==> config.mk <==
export PLATFORM = sky130hd
export DESIGN_NAME = reg_writeback
export DESIGN_NICKNAME = d
export VERILOG_FILES = /design/src/rtl/reg_writeback.sv
export SDC_FILE = /design/constraint.sdc
export NUM_CORES = 1
export LEC_CHECK = 0
export CORE_ASPECT_RATIO = 1.4
export CORE_MARGIN = 4
export CORE_UTILIZATION = 55
export CTS_BUF_LIST = sky130_fd_sc_hd__clkbuf_4 sky130_fd_sc_hd__clkbuf_8
export DETAILED_ROUTE_END_ITERATION = 16
export PLACE_DENSITY = 0.81
export SLEW_MARGIN = 30
export SYNTH_ARGS = -nofsm -noshare
export SYNTH_HDL_FRONTEND = slang
export SYNTH_SLANG_ARGS = --single-unit
export TNS_END_PERCENT = 1
==> constraint.sdc <==
create_clock -name CLK -period 3 [get_ports CLK]
set_clock_uncertainty 0.15 [all_clocks]
set_input_delay 0.6 -clock CLK [delete_from_list [all_inputs] [get_ports CLK]]
set_output_delay 0.6 -clock CLK [all_outputs]
set_load 0.03 [all_outputs]
==> src/rtl/reg_writeback.sv <==
// Register-file write-port driver: arbitrates ALU results against buffered load
// results, issues one registered write per cycle, and tracks which registers
// are still waiting for load data so decode can stall on them.
module reg_writeback #(
    parameter int DEPTH = 4,
    parameter int XLEN  = 32
) (
    input  logic                     CLK,
    input  logic                     RST,
    input  logic                     issue_valid,
    input  logic [4:0]               issue_rd,
    input  logic                     alu_valid,
    output logic                     alu_ready,
    input  logic [4:0]               alu_rd,
    input  logic [XLEN-1:0]          alu_wd,
    input  logic                     ld_valid,
    output logic                     ld_ready,
    input  logic [4:0]               ld_rd,
    input  logic [XLEN-1:0]          ld_wd,
    input  logic [4:0]               rs1,
    input  logic [4:0]               rs2,
    input  logic [4:0]               rd_q,
    output logic                     rs1_busy,
    output logic                     rs2_busy,
    output logic                     rd_busy,
    output logic                     we,
    output logic [4:0]               rd,
    output logic [XLEN-1:0]          wd,
    output logic [$clog2(DEPTH):0]   ld_count
);

    localparam int AW = $clog2(DEPTH);
    localparam int CW = AW + 1;

    // Load-result FIFO state; pointers wrap naturally because DEPTH is a power of two.
    logic [AW-1:0]   wr_ptr_reg;
    logic [AW-1:0]   rd_ptr_reg;
    logic [CW-1:0]   count_reg;
    logic [CW-1:0]   count_next;
    logic [4:0]      rd_mem [DEPTH];
    logic [XLEN-1:0] wd_mem [DEPTH];

    logic            fifo_full;
    logic            fifo_empty;
    logic            push;
    logic            pop;
    logic            alu_win;
    logic            win_valid;
    logic [4:0]      head_rd;
    logic [XLEN-1:0] head_wd;
    logic [4:0]      sel_rd;
    logic [XLEN-1:0] sel_wd;

    // Write-port output registers.
    logic            we_reg;
    logic [4:0]      rd_reg;
    logic [XLEN-1:0] wd_reg;

    // Per-register pending-load scoreboard.
    logic [31:0]     pending_reg;
    logic [31:0]     pending_next;

    assign fifo_full  = (count_reg == CW'(DEPTH));
    assign fifo_empty = (count_reg == '0);

    // The ALU is only held off when the FIFO is full, so the head can drain.
    assign ld_ready  = !RST && !fifo_full;
    assign alu_ready = !RST && !fifo_full;

    assign push    = ld_valid && ld_ready;
    assign alu_win = alu_valid && alu_ready;
    // Pop uses the registered occupancy, so an entry pushed this cycle cannot leave this cycle.
    assign pop     = !RST && !alu_win && !fifo_empty;

    // The head is read combinationally so it can win the slot in the same cycle it is at the front.
    assign head_rd = rd_mem[rd_ptr_reg];
    assign head_wd = wd_mem[rd_ptr_reg];

    assign win_valid = alu_win || pop;
    assign sel_rd    = alu_win ? alu_rd : head_rd;
    assign sel_wd    = alu_win ? alu_wd : head_wd;

    // Occupancy update: simultaneous push and pop leave the count unchanged.
    always_comb begin
        count_next = count_reg;
        case ({push, pop})
            2'b10:   count_next = count_reg + 1'b1;
            2'b01:   count_next = count_reg - 1'b1;
            default: count_next = count_reg;
        endcase
    end

    // FIFO pointers and occupancy; reset discards any buffered entries.
    always_ff @(posedge CLK) begin
        if (RST) begin
            wr_ptr_reg <= '0;
            rd_ptr_reg <= '0;
            count_reg  <= '0;
        end else begin
            if (push) begin
                wr_ptr_reg <= wr_ptr_reg + 1'b1;
            end
            if (pop) begin
                rd_ptr_reg <= rd_ptr_reg + 1'b1;
            end
            count_reg <= count_next;
        end
    end

    // FIFO storage; contents need no reset since occupancy gates every read.
    always_ff @(posedge CLK) begin
        if (push) begin
            rd_mem[wr_ptr_reg] <= ld_rd;
            wd_mem[wr_ptr_reg] <= ld_wd;
        end
    end

    // Registered write port; x0 winners still consume the slot but never assert we.
    always_ff @(posedge CLK) begin
        if (RST) begin
            we_reg <= 1'b0;
            rd_reg <= '0;
            wd_reg <= '0;
        end else begin
            we_reg <= win_valid && (sel_rd != 5'd0);
            if (win_valid) begin
                rd_reg <= sel_rd;
                wd_reg <= sel_wd;
            end
        end
    end

    // Next pending vector per register: an issue sets the bit and beats a same-cycle clear.
    generate
        for (genvar gi = 0; gi < 32; gi++) begin : g_pending
            if (gi == 0) begin : g_zero
                assign pending_next[gi] = 1'b0;
            end else begin : g_reg
                assign pending_next[gi] =
                    (issue_valid && (issue_rd == 5'(gi))) ||
                    (pending_reg[gi] && !(pop && (head_rd == 5'(gi))));
            end
        end
    endgenerate

    // Scoreboard register; ALU writes deliberately leave it untouched.
    always_ff @(posedge CLK) begin
        if (RST) begin
            pending_reg <= '0;
        end else begin
            pending_reg <= pending_next;
        end
    end

    assign rs1_busy = pending_reg[rs1];
    assign rs2_busy = pending_reg[rs2];
    assign rd_busy  = pending_reg[rd_q];

    assign we       = we_reg;
    assign rd       = rd_reg;
    assign wd       = wd_reg;
    assign ld_count = count_reg;

endmodule

After elaboration in Yosys (flattened, before gate mapping)
Memory sizes are Yosys's and may differ from the RTL's. A register that Yosys moved wholly into a read port is not among the register bits.
Cells that the tools add are included.
{"block": "word_totals", "output_inout_bits": 46, "wordCells": 266, "ff_bits": 77, "ramBits": 148, "n_memories": 2, "in_bits": 99}
{"block": "classes", "n_reduce_logical": 169, "n_addsub": 4, "mux": 15, "eq_ne": 65, "magnitude_cmp": 3}
{"name": "wd_mem", "words": 4, "width": 32, "read_ports": 1, "rd_clocked_by_memory_dff": 1, "write_ports": 1, "line": "41", "text": "logic [XLEN-1:0] wd_mem [DEPTH];"}
{"name": "rd_mem", "words": 4, "width": 5, "read_ports": 1, "rd_clocked_by_memory_dff": 1, "write_ports": 1, "line": "40", "text": "logic [4:0] rd_mem [DEPTH];"}
{"operator": "5-bit == test (second input constant)", "n": 32}
{"operator": "1-bit logical AND", "n": 99}
{"operator": "5-bit by 4-bit == test with 1-bit output (second input constant)", "n": 16}
{"operator": "5-bit by 3-bit == test with 1-bit output (second input constant)", "n": 8}
{"operator": "1-bit zero test", "n": 35}
{"operator": "1-bit logical OR", "n": 32}
{"operator": "32-bit 2-to-1 mux", "n": 1}
{"operator": "5-bit by 2-bit == test with 1-bit output (second input constant)", "n": 4}
{"operator": "5-bit by 6-bit < comparator with 1-bit output (second input constant)", "n": 3}
{"operator": "1-bit binary-select mux with 5-bit select", "n": 3}
{"operator": "5-bit by 1-bit == test with 1-bit output (second input constant)", "n": 2}
{"operator": "2-bit 2-to-1 mux", "n": 4}
{"operator": "3-bit one-hot mux with 2 select lines", "n": 1}
{"operator": "1-bit 2-to-1 mux", "n": 5}
{"operator": "5-bit 2-to-1 mux", "n": 1}
{"operator": "5-bit nonzero test", "n": 1}
{"operator": "2-bit by 1-bit adder with 2-bit output (second input constant)", "n": 2}
{"operator": "3-bit by 1-bit adder with 3-bit output (second input constant)", "n": 1}
{"operator": "3-bit == test (second input constant)", "n": 1}
{"operator": "3-bit zero test", "n": 1}
{"operator": "3-bit by 1-bit subtractor with 3-bit output (second input constant)", "n": 1}
{"operator": "2-bit by 1-bit == test with 1-bit output (second input constant)", "n": 1}
{"operator": "2-bit == test (second input constant)", "n": 1}
{"operator": "2-bit nonzero test", "n": 1}

Depth between registers and ports, before layout
Gate-level depths: netlist (run 1).
{"block": "logic_depth", "ltp_word": 11, "mapped_depth": 11, "depth_no_buf": 9}

Least setup slack after synthesis (run 1)
Ideal clock, no wire load.
{"block": "synth_path", "path_kind": "flip-flop to flip-flop", "startpoint": "register count_reg[2], in the netlist ld_count[2]", "endpoint": "register count_reg[2], in the netlist ld_count[2]", "path_stages_with_launch": 12, "arrival_ns": 2.616, "setup_slack_ns": 0.164, "cell_sequence": "dfxtp_1 -> nor3b_2 -> o21ai_2 -> inv_2 -> buf_2 -> buf_2 -> ha_1 -> inv_1 -> fa_1 -> xor2_1 -> or3_1 -> a21oi_1"}
{"block": "synth_via", "elab_chain_cells": 9, "word_cells_on_any_way": 16, "cone_classes": "add/sub (2); eq/ne (3); mux (1); reduce/logical (10)"}
{"element": "from (decl)", "line": "38", "text": "logic [CW-1:0] count_reg;"}
{"element": "from (signal assigned)", "line": "106", "text": "count_reg <= count_next;"}
{"element": "3-bit == test", "line": "63", "text": "assign fifo_full = (count_reg == CW'(DEPTH));"}
{"element": "1-bit zero test", "line": "68", "text": "assign alu_ready = !RST && !fifo_full;"}
{"element": "1-bit logical AND", "line": "68"}
{"element": "1-bit logical AND", "line": "71", "text": "assign alu_win = alu_valid && alu_ready;"}
{"element": "1-bit zero test", "line": "73", "text": "assign pop = !RST && !alu_win && !fifo_empty;"}
{"element": "1-bit logical AND", "line": "73"}
{"element": "1-bit logical AND *", "line": "73"}
{"element": "via pop", "line": "46", "text": "logic pop;"}
{"element": "2-bit by 1-bit == test with 1-bit output / 2-bit == test (equally long branches)", "line": "86", "text": "case ({push, pop})"}
{"element": "3-bit one-hot mux with 2 select lines / 2-bit nonzero test (equally long branches)"}
The timed path passes the listed nets; every way through them passes the cells marked *.
A chain may end at the register's enable or synchronous reset.

Final worst setup path (run 1)
{"block": "layout_path", "startpoint": "register pending_reg[23]", "endpoint": "output rd_busy"}
{"block": "layout_via", "elab_chain_cells": 2}
{"element": "from (decl)", "line": "60", "text": "logic [31:0] pending_reg;"}
{"element": "from (signal assigned)", "line": "151", "text": "pending_reg <= pending_next;"}
{"element": "1-bit binary-select mux with 5-bit select", "line": "157", "text": "assign rd_busy = pending_reg[rd_q];"}
{"element": "1-bit 2-to-1 mux (implied by the code)", "line": "157"}
{"element": "to (decl)", "line": "25", "text": "output logic rd_busy,"}
Every way passes these cells. The select of a mux whose other input is x is not followed.

==> results of run 1 <==
kinds of logic (layout without fill, tap and decap cells):
family / count (synthesis) / in the layout
flip-flops: 226 / 226
AND/OR/NAND/NOR: 212 / 212
AO/OA/AOI/OAI: 128 / 128
buffers and inverters: 69 / 268
multiplexers: 68 / 68
adder cells (fa/ha/maj): 6 / 6
XOR/XNOR: 5 / 5
other: 0 / 1
per-stage QoR:
step	power [W]	utilization
finish	0.00711	0.713
global placement	0.00455	0.672
global route	0.00739	0.713
CTS	0.00716	0.712
floorplan	0.00412	-
detailed placement	0.00459	0.672
synthesized netlist by cell type (10+ instances only):
cell type / instances / area (um^2)
edfxtp_1: 148 / 4440
nand2_1: 88 / 330
dfxtp_1: 78 / 1560
a311oi_1: 57 / 499
mux4_2: 54 / 1220
nor2_1: 47 / 176
a21oi_1: 35 / 175
nand3_1: 25 / 125
clkbuf_1: 24 / 90.1
buf_2: 20 / 100
a31oi_1: 12 / 75.1
inv_1: 10 / 37.5
path summary, 6_finish.rpt:
path,slack [ns],end,depth (start not counted)
worst max-delay path,0.13,rd_busy,5
worst min register to register,0.33,wd[0],2
worst max register to register,0.31,ld_count[2],9
worst min-delay path,0.33,wd[0],2
final cells by class:
type | count | area [um^2] | share of cell area
repair buffers | 199 | 1910 | 0.154
diodes | 1 | 2.50 | 0.000202
clock buffers | 41 | 527 | 0.0424
multi-input cells | 419 | 3450 | 0.278
flip-flops and latches | 226 | 6010 | 0.484
well taps | 236 | 295 | 0.0238
clock inverters | 16 | 173 | 0.0139
inverters | 12 | 45.0 | 0.00363
power by group through the flow:
stage,clock [W],combinational [W],sequential [W]
after global placement,0,0.000978,0.00357
after detailed placement,0,0.00101,0.00358
after global routing,0.00279,0.00108,0.00352
final,0.00259,0.00101,0.00352
after floorplan,0,0.000451,0.00367
after CTS,0.00264,0.00101,0.00352
per-layer routing:
| layer | share of wire | vias up | routed length [um] | track usage |
|---|---|---|---|---|
| met1 | 0.33 | 3486 | 8860 | 0.284 |
| met5 | 0 | - | 0 | 0 |
| met3 | 0.062 | 102 | 1660 | 0.0494 |
| li1 | - | 3145 | - | - |
| met4 | 0.058 | 0 | 1540 | 0.144 |
| met2 | 0.55 | 298 | 14700 | 0.506 |
critical path, cell delays in order, from the launching register on:
cell	delay (ns)
dfxtp_1	0.41
mux4_2	0.50
nand3b_1	0.09
nand4_1	0.07
o211a_1	0.22
clkdlybuf4s15_2	0.28
what timing repair did:
item,4_1_cts,5_1_grt
pin swaps,1,0
endpoints found under the hold margin,0,0
endpoints found under the setup margin,3,2
buffers inserted,0,2
resized for setup,18,9
==> flow_summary.toml, run 1 <==
[timing]
max_slew.worst_pin.slew_ns = 0.823
final.hold.worst_slack_ns = 0.334
setup_violators_final = 0
finalHoldViolCount = 0
tns_ns = 0
grt_setup_unrepaired = "false"
timing.final.crit_period_ns = 2.87
max-slew-margin-rel = 0.452
fmax_mhz = 349
final_min_period_over_clock_period = 0.956
post-route-worst-setup-slack_ns = 0.132
final_max_slew_viol_count = 0

[global_routing]
grtUsageTotal = 0.270
grt_antenna_before_repair = 1
grt_pass1_vias = 7436
grt_pass1_wl_mm = 41.1
pin_count_of_the_biggest_net_entering_global_routing = 74
globalRoute.totalOverflow = 0

[setup_path]
data_arrival_time_of_the_critical_path_ns = 2.12
timing.setup.critical_path_class = "register to primary output"
crit_start = "pending_reg[23]"
worstPathMaxFanout = 4
critical_path.endpoint_type = "primary output"
timing.rr.start = "ld_count[0]"
setup.worst_path.start_class = "register"
cp.required_ns = 2.25

[synth]
number_of_flops_mapped_to_enable_cells_by_yosys = 148
synth-compound-area-share = 0.0964
synth_ff_type = "edfxtp_1"
synth_sequential_area_ratio = 0.617
cell_area_after_synthesis_um2 = 9730
yosys_warn_count = 0
yosys.area_share.simple = 0.102
mappedNetlistNets = 819
synth.mux.area_fraction = 0.140
main_combinational_cell_family_by_area_after_synthesis = "multiplexers"
netlist-cell-type-count = 53
syn_inst = 714
post_synth_fa_ha_maj_area_fraction = 0.00848
synth_async_sr_flop_share = 0
syn_area_per_cell_um2 = 13.6
synth_xor_xnor_area_share = 0.00450
yosys_reg_bits = 226

[finish]
final_nets = 994
post-route-cell-area_um2 = 12400
finish.cell_count_without_fillers = 1150
filler_cell_count = 1163
final_cell_mix = "edfxtp_1 (148), clkdlybuf4s50_1 (131), nand2_1 (88)"
areaGrowthSynthToFinish_pct = 27.5
largest_register_ffs = 128
layout_commonest_cell = "edfxtp_1"
layout-drive-gt1-share = 0.207

[clock_tree]
cts_made_buffers = 31
cts-root-buf = "clkbuf_8"
cts_tree = "done"
worst_setup_hold_path_clk_slew_ns = 0.07
htree_num_levels = 1
cts-root-to-sink-buffers = 3
cts_hold_buf = 0
worst_skew_pair.late_latency_ns = 0.56
numClockSinks = 226

[power_and_ir_drop]
vdd.ir_drop.worst_uv = 568
pwr_density_cell_nw_per_um2 = 573
power.switching_w = 0.00173
p_seq_frac = 0.494
power_leakage_nw = 4.14
power.combinational.fraction = 0.142
clock_power_share = 0.364
swShare = 0.243
internal_power_w = 0.00539

[floorplan]
die-width_um = 120
floorplan.core_area_um2 = 17400
fp.dieArea_um2 = 19900
fp-row-count = 57
ioPinCount = 145
die_h_um = 165
initial_core_utilization = 0.559

[job]
drv_cap = 0

[place]
post_dp_hpwl_mm = 19.4
finalWeightedCongestion = 1.02
postPlaceCellArea_um2 = 11700
placed_cells = 1090
pre_cts_slack_ns = -0.559
io_buffers = 144

[route]
remaining_drc_errors = 0
final_antenna_net_count = 0
detail_route.vias_per_cell = 6.11
route.final.wire_length_mm = 26.8
avgRoutedWirePerCell_um = 23.3
vias = 7031
drt_first_iter_violations = 501
detailedRoute.firstPassIterationCount = 5

[outcome]
outcome = "finished, final reports clean"

[min_path]
min_path_type = "register to register"
min_from = "wd[0]"
No activity file was read; power rests on OpenSTA's default activity.
==> run 2, diff against run 1 <==
- SETUP_SLACK_MARGIN: not set -> 0.05
- clock period: 3 -> 3.1 ns (I/O delays scaled with it)
==> run 2 against run 1 <==
Effect of this change: combinational power is 6% lower; sequential share of layout area is 0.57 points higher; global-route usage is 1.0 points lower; worst hold slack worse by 0.0079 ns; flip-flop and latch count stayed put; clock-buffer cell count is 5 higher; routed wire length is 3.3% lower; highest routed layer unchanged; non-clock buffer count is 9 lower.
==> flow_summary.toml, run 2 (synthesis gave the netlist of run 1 again) <==
[timing]
setup_violators_final = 0
final.hold.worst_slack_ns = 0.326
grt_setup_unrepaired = "true"
finalHoldViolCount = 0
timing.final.crit_period_ns = 2.98
final_min_period_over_clock_period = 0.962
final_max_slew_viol_count = 0
max_slew.worst_pin.slew_ns = 0.868
fmax_mhz = 335
max-slew-margin-rel = 0.420

[clock_tree]
cts_tree = "done"
cts_made_buffers = 31
cts_hold_buf = 0
cts-root-to-sink-buffers = 3
worst_setup_hold_path_clk_slew_ns = 0.06
worst_skew_pair.late_latency_ns = 0.54
post-cts-setup-buffers = 0
cts-root-buf = "clkbuf_8"
htree_num_levels = 1
numClockSinks = 226

[finish]
layout_commonest_cell = "edfxtp_1"
largest_register_ffs = 128
areaGrowthSynthToFinish_pct = 26.0
final_cell_mix = "edfxtp_1 (148), clkdlybuf4s50_1 (131), nand2_1 (88)"
final_nets = 985
filler_cell_count = 1197
layout-drive-gt1-share = 0.200
finish.cell_count_without_fillers = 1141

[setup_path]
critical_path.endpoint_type = "primary output"
data_arrival_time_of_the_critical_path_ns = 2.21
cp.required_ns = 2.33
setup.worst_path.start_class = "input pin"
worstPathMaxFanout = 4
timing.setup.critical_path_class = "input pin to primary output"

[place]
finalWeightedCongestion = 1.05
io_buffers = 144
post_dp_hpwl_mm = 18.7
placed_cells = 1083

[route]
final_antenna_net_count = 0
drt_first_iter_violations = 567
route.final.wire_length_mm = 25.9
avgRoutedWirePerCell_um = 22.7
detailedRoute.firstPassIterationCount = 5
vias = 6954
remaining_drc_errors = 0
detail_route.vias_per_cell = 6.09

[global_routing]
grt_use_met1 = 0.288
grt_pass1_vias = 7213
grt.met2_usage = 0.480
grtUsageMet3 = 0.0358
globalRoute.busiestLayer = "met2"
grt_pass1_wl_mm = 39.7
pin_count_of_the_biggest_net_entering_global_routing = 74
grt_antenna_before_repair = 2
globalRoute.totalOverflow = 0
grtUsageTotal = 0.259

[job]
drv_cap = 0

[floorplan]
floorplan.core_area_um2 = 17400
fp-row-count = 57
ioPinCount = 145
die_h_um = 165
die-width_um = 120
fp.dieArea_um2 = 19900
initial_core_utilization = 0.559

[outcome]
outcome = "finished, final reports clean"

[power_and_ir_drop]
pwr_density_cell_nw_per_um2 = 551
power_leakage_nw = 4.07
vdd.ir_drop.worst_uv = 574

[min_path]
min_path_type = "register to register"
-- run 2: cell types whose count changed in the layout (fill, tap and decap cells not counted), moves of 2 or more --
cell,before,now
buf_12,5,2
clkdlybuf4s15_1,1,3
clkinv_1,9,5
clkbuf_8,35,32
buf_4,49,43
dlygate4sd2_1,4,6
clkbuf_4,6,14
dlymetal6s2s_1,3,1
-- run 2: where the power goes --
| group | internal (W) | total [W] | switching [W] |
|---|---|---|---|
| registers | 0.00333 | 0.00340 | 0.0000685 |
| clock network | 0.00137 | 0.00240 | 0.00103 |
| logic | 0.000429 | 0.000953 | 0.000524 |
| total | 0.00513 | 0.00675 | 0.00162 |
-- run 2: critical path, cell delays in order --
cell	delay, ns
clkdlybuf4s15_1	0.30
mux4_2	0.53
nand3_1	0.10
nand4_1	0.09
o211a_1	0.21
dlygate4sd2_1	0.35
-- run 2: routing by layer --
layer | vias up | wire length (um)
li1 | 3119 | -
met3 | 87 | 1410
met2 | 327 | 13900
met5 | - | 0
met1 | 3421 | 9100
met4 | 0 | 1450
-- run 2: layout make-up --
class,instances,area (um^2),area share
Timing Repair Buffer,190,1800,0.147
Inverter,12,45.0,0.00367
Clock buffer,46,546,0.0445
Clock inverter,10,120,0.00979
Antenna cell,2,5.00,0.000408
Sequential cell,226,6010,0.490
Tap cell,236,295,0.0241
Multi-Input combinational cell,419,3450,0.281
-- run 2: per-stage QoR --
step	worst slack [ns]	power (W)	utilization	setup TNS [ns]	cell area (um^2)
3_3_place_gp	-0.476	0.00439	0.667	-1.31	11600
4_1_cts	0.0589	0.00680	0.704	0	12300
2_1_floorplan	0.264	0.00399	-	0	9730
6_report	0.117	0.00675	0.705	0	12300
3_5_place_dp	-0.490	0.00442	0.667	-1.35	11600
5_1_grt	0.0464	0.00701	0.705	0	12300
-- run 2: final timing paths --
kind / startpoint / endpoint / slack, ns / cells past startpoint
hold reg to reg: wd[8] / wd[8] / 0.33 / 2
hold / removal: wd[8] / wd[8] / 0.33 / 2
setup reg to reg: ld_count[0] / ld_count[2] / 0.39 / 9
setup / recovery: rd_q[0] / rd_busy / 0.12 / 6
-- run 2: what timing repair did --
| action | CTS | global route |
|---|---|---|
| gates resized for setup | 18 | 6 |
| pin swaps | 1 | 0 |
| setup endpoints to repair | 3 | 2 |
==> run 3, diff against run 2 <==
--- a/config.mk
+++ b/config.mk
@@ -11,2 +11,3 @@
 export CTS_BUF_LIST = sky130_fd_sc_hd__clkbuf_4 sky130_fd_sc_hd__clkbuf_8
+export CTS_CLUSTER_DIAMETER = 80
 export DETAILED_ROUTE_END_ITERATION = 16
--- a/constraint.sdc
+++ b/constraint.sdc
@@ -4,2 +4,2 @@
 set_output_delay 0.62 -clock CLK [all_outputs]
-set_load 0.03 [all_outputs]
+set_load 0.005 [all_outputs]
==> run 3 against run 2 <==
Effect of this change: global-route usage grew 0.87 points; worst hold slack gained 0.0014 ns; register-to-register slack gained 0.04 ns; combinational power shrank 11%; maximum frequency shrank 1.3%; critical endpoint is now rs2_busy.
==> flow_summary.toml, run 3 (synthesis gave the netlist of run 1 again) <==
[finish]
post-route-cell-area_um2 = 12300
layout-drive-gt1-share = 0.214
areaGrowthSynthToFinish_pct = 26.6
finish.cell_count_without_fillers = 1145
layout_commonest_cell = "edfxtp_1"
final_nets = 987
final_cell_mix = "edfxtp_1 (148), clkdlybuf4s50_1 (133), nand2_1 (88)"
largest_register_ffs = 128

[timing]
max_slew.worst_pin.slew_ns = 0.906
max-slew-margin-rel = 0.394
grt_setup_unrepaired = "true"
setup_violators_final = 0
final_max_slew_viol_count = 0
timing.final.crit_period_ns = 3.02
tns_ns = 0
finalHoldViolCount = 0
final_min_period_over_clock_period = 0.975
fmax_mhz = 331

[global_routing]
grt_pass1_vias = 7484
grtUsageTotal = 0.268
pin_count_of_the_biggest_net_entering_global_routing = 74
grt_pass1_wl_mm = 40.7
grt_antenna_before_repair = 2
globalRoute.totalOverflow = 0

[floorplan]
ioPinCount = 145
die-width_um = 120
die_h_um = 165
fp-row-count = 57
floorplan.core_area_um2 = 17400
initial_core_utilization = 0.559
fp.dieArea_um2 = 19900

[setup_path]
worst_r2r_endpoint = "ld_count[2]"
critical_path.endpoint_type = "primary output"
reg2reg_depth = 9
data_arrival_time_of_the_critical_path_ns = 2.25
timing.rr.start = "ld_count[0]"
crit_slowest_cell = "mux4_2"
worstPathMaxFanout = 4
regToRegSetupSlack_ns = 0.43
crit_path_max_incr_delay_ns = 0.51
cp_cell_sequence = "clkdlybuf4s15_2 -> mux4_2 -> nand3b_1 -> nand4_1 -> o211a_1 -> clkdlybuf4s50_1"
setup.worst_path.start_class = "input pin"
timing.setup.critical_path_class = "input pin to primary output"
cp.required_ns = 2.33

[outcome]
outcome = "finished, final reports clean"

[clock_tree]
htree_num_levels = 2
cts-root-to-sink-buffers = 3
post-cts-setup-buffers = 0
cts_tree = "done"
worst_setup_hold_path_clk_slew_ns = 0.06
worst_skew_pair.late_latency_ns = 0.50
cts-root-buf = "clkbuf_8"
numClockSinks = 226
cts_made_buffers = 34

[power_and_ir_drop]
power_leakage_nw = 4.09
pwr_density_cell_nw_per_um2 = 552
vdd.ir_drop.worst_uv = 466

[min_path]
min_path_type = "register to register"
min_path_cells = 2
min_from = "wd[27]"
timing.hold.worst_endpoint = "wd[27]"

[route]
remaining_drc_errors = 0
detail_route.vias_per_cell = 6.11
route.final.wire_length_mm = 26.8
final_antenna_net_count = 0
drt_first_iter_violations = 484
avgRoutedWirePerCell_um = 23.4
detailedRoute.firstPassIterationCount = 6
vias = 6992

[job]
drv_cap = 0

[place]
postPlaceCellArea_um2 = 11600
post_dp_hpwl_mm = 19.0
finalWeightedCongestion = 1.00
placed_cells = 1082
io_buffers = 144
## run 3: stage by stage
stage,utilization,total power [W],hold slack [ns],worst slack [ns]
floorplan,-,0.00387,0.309,0.314
global placement,0.666,0.00428,0.308,-0.322
detailed placement,0.666,0.00431,0.318,-0.341
CTS,0.708,0.00684,0.326,0.0403
global route,0.708,0.00706,0.344,0.0395
finish,0.708,0.00680,0.327,0.0763
## run 3: critical path: cells and delay by family
family                 cells  cell delay [ns]
buffers and inverters      2             0.69
multiplexers               1             0.51
AO/OA/AOI/OAI              1             0.22
AND/OR/NAND/NOR            2             0.21
## run 3: layout make-up
cell class,instances,area (um^2)
diodes,2,5.00
clock buffers,51,621
clock inverters,10,104
fillers,1218,5080
inverters,12,45.0
multi-input cells,419,3450
flip-flops and latches,226,6010
well taps,236,295
repair buffers,189,1790
## run 3: timing repair
action                                  in CTS  in global routing
pin swaps                                    1                  0
resized for setup                           24                  8
hold buffers                                 0                  0
endpoints found under the setup margin       3                  2
## run 3: layer usage
layer / up-vias / wire, um / share of wire / track usage
met5: - / 0 / 0 / 0
met3: 97 / 1350 / 0.050 / 0.0378
met1: 3463 / 9210 / 0.34 / 0.283
met2: 305 / 14600 / 0.54 / 0.505
li1: 3127 / - / - / -
met4: 0 / 1630 / 0.061 / 0.154
## run 3: power by group
part	internal (W)	switching, W
combinational	0.000432	0.000417
clock	0.00146	0.00109
sequential	0.00333	0.0000710
## run 3: worst max-delay path by stage
stage          slack, ns  depth (start not counted)      start           to
2_1_floorplan       0.31                         11  alu_valid  ld_count[2]
3_3_place_gp       -0.32                          7     rs1[1]     rs1_busy
3_5_place_dp       -0.34                          7     rs1[1]     rs1_busy
4_1_cts             0.04                          6    rd_q[1]      rd_busy
5_1_grt             0.04                          7     rs2[0]     rs2_busy
6_report            0.08                          6     rs2[0]     rs2_busy
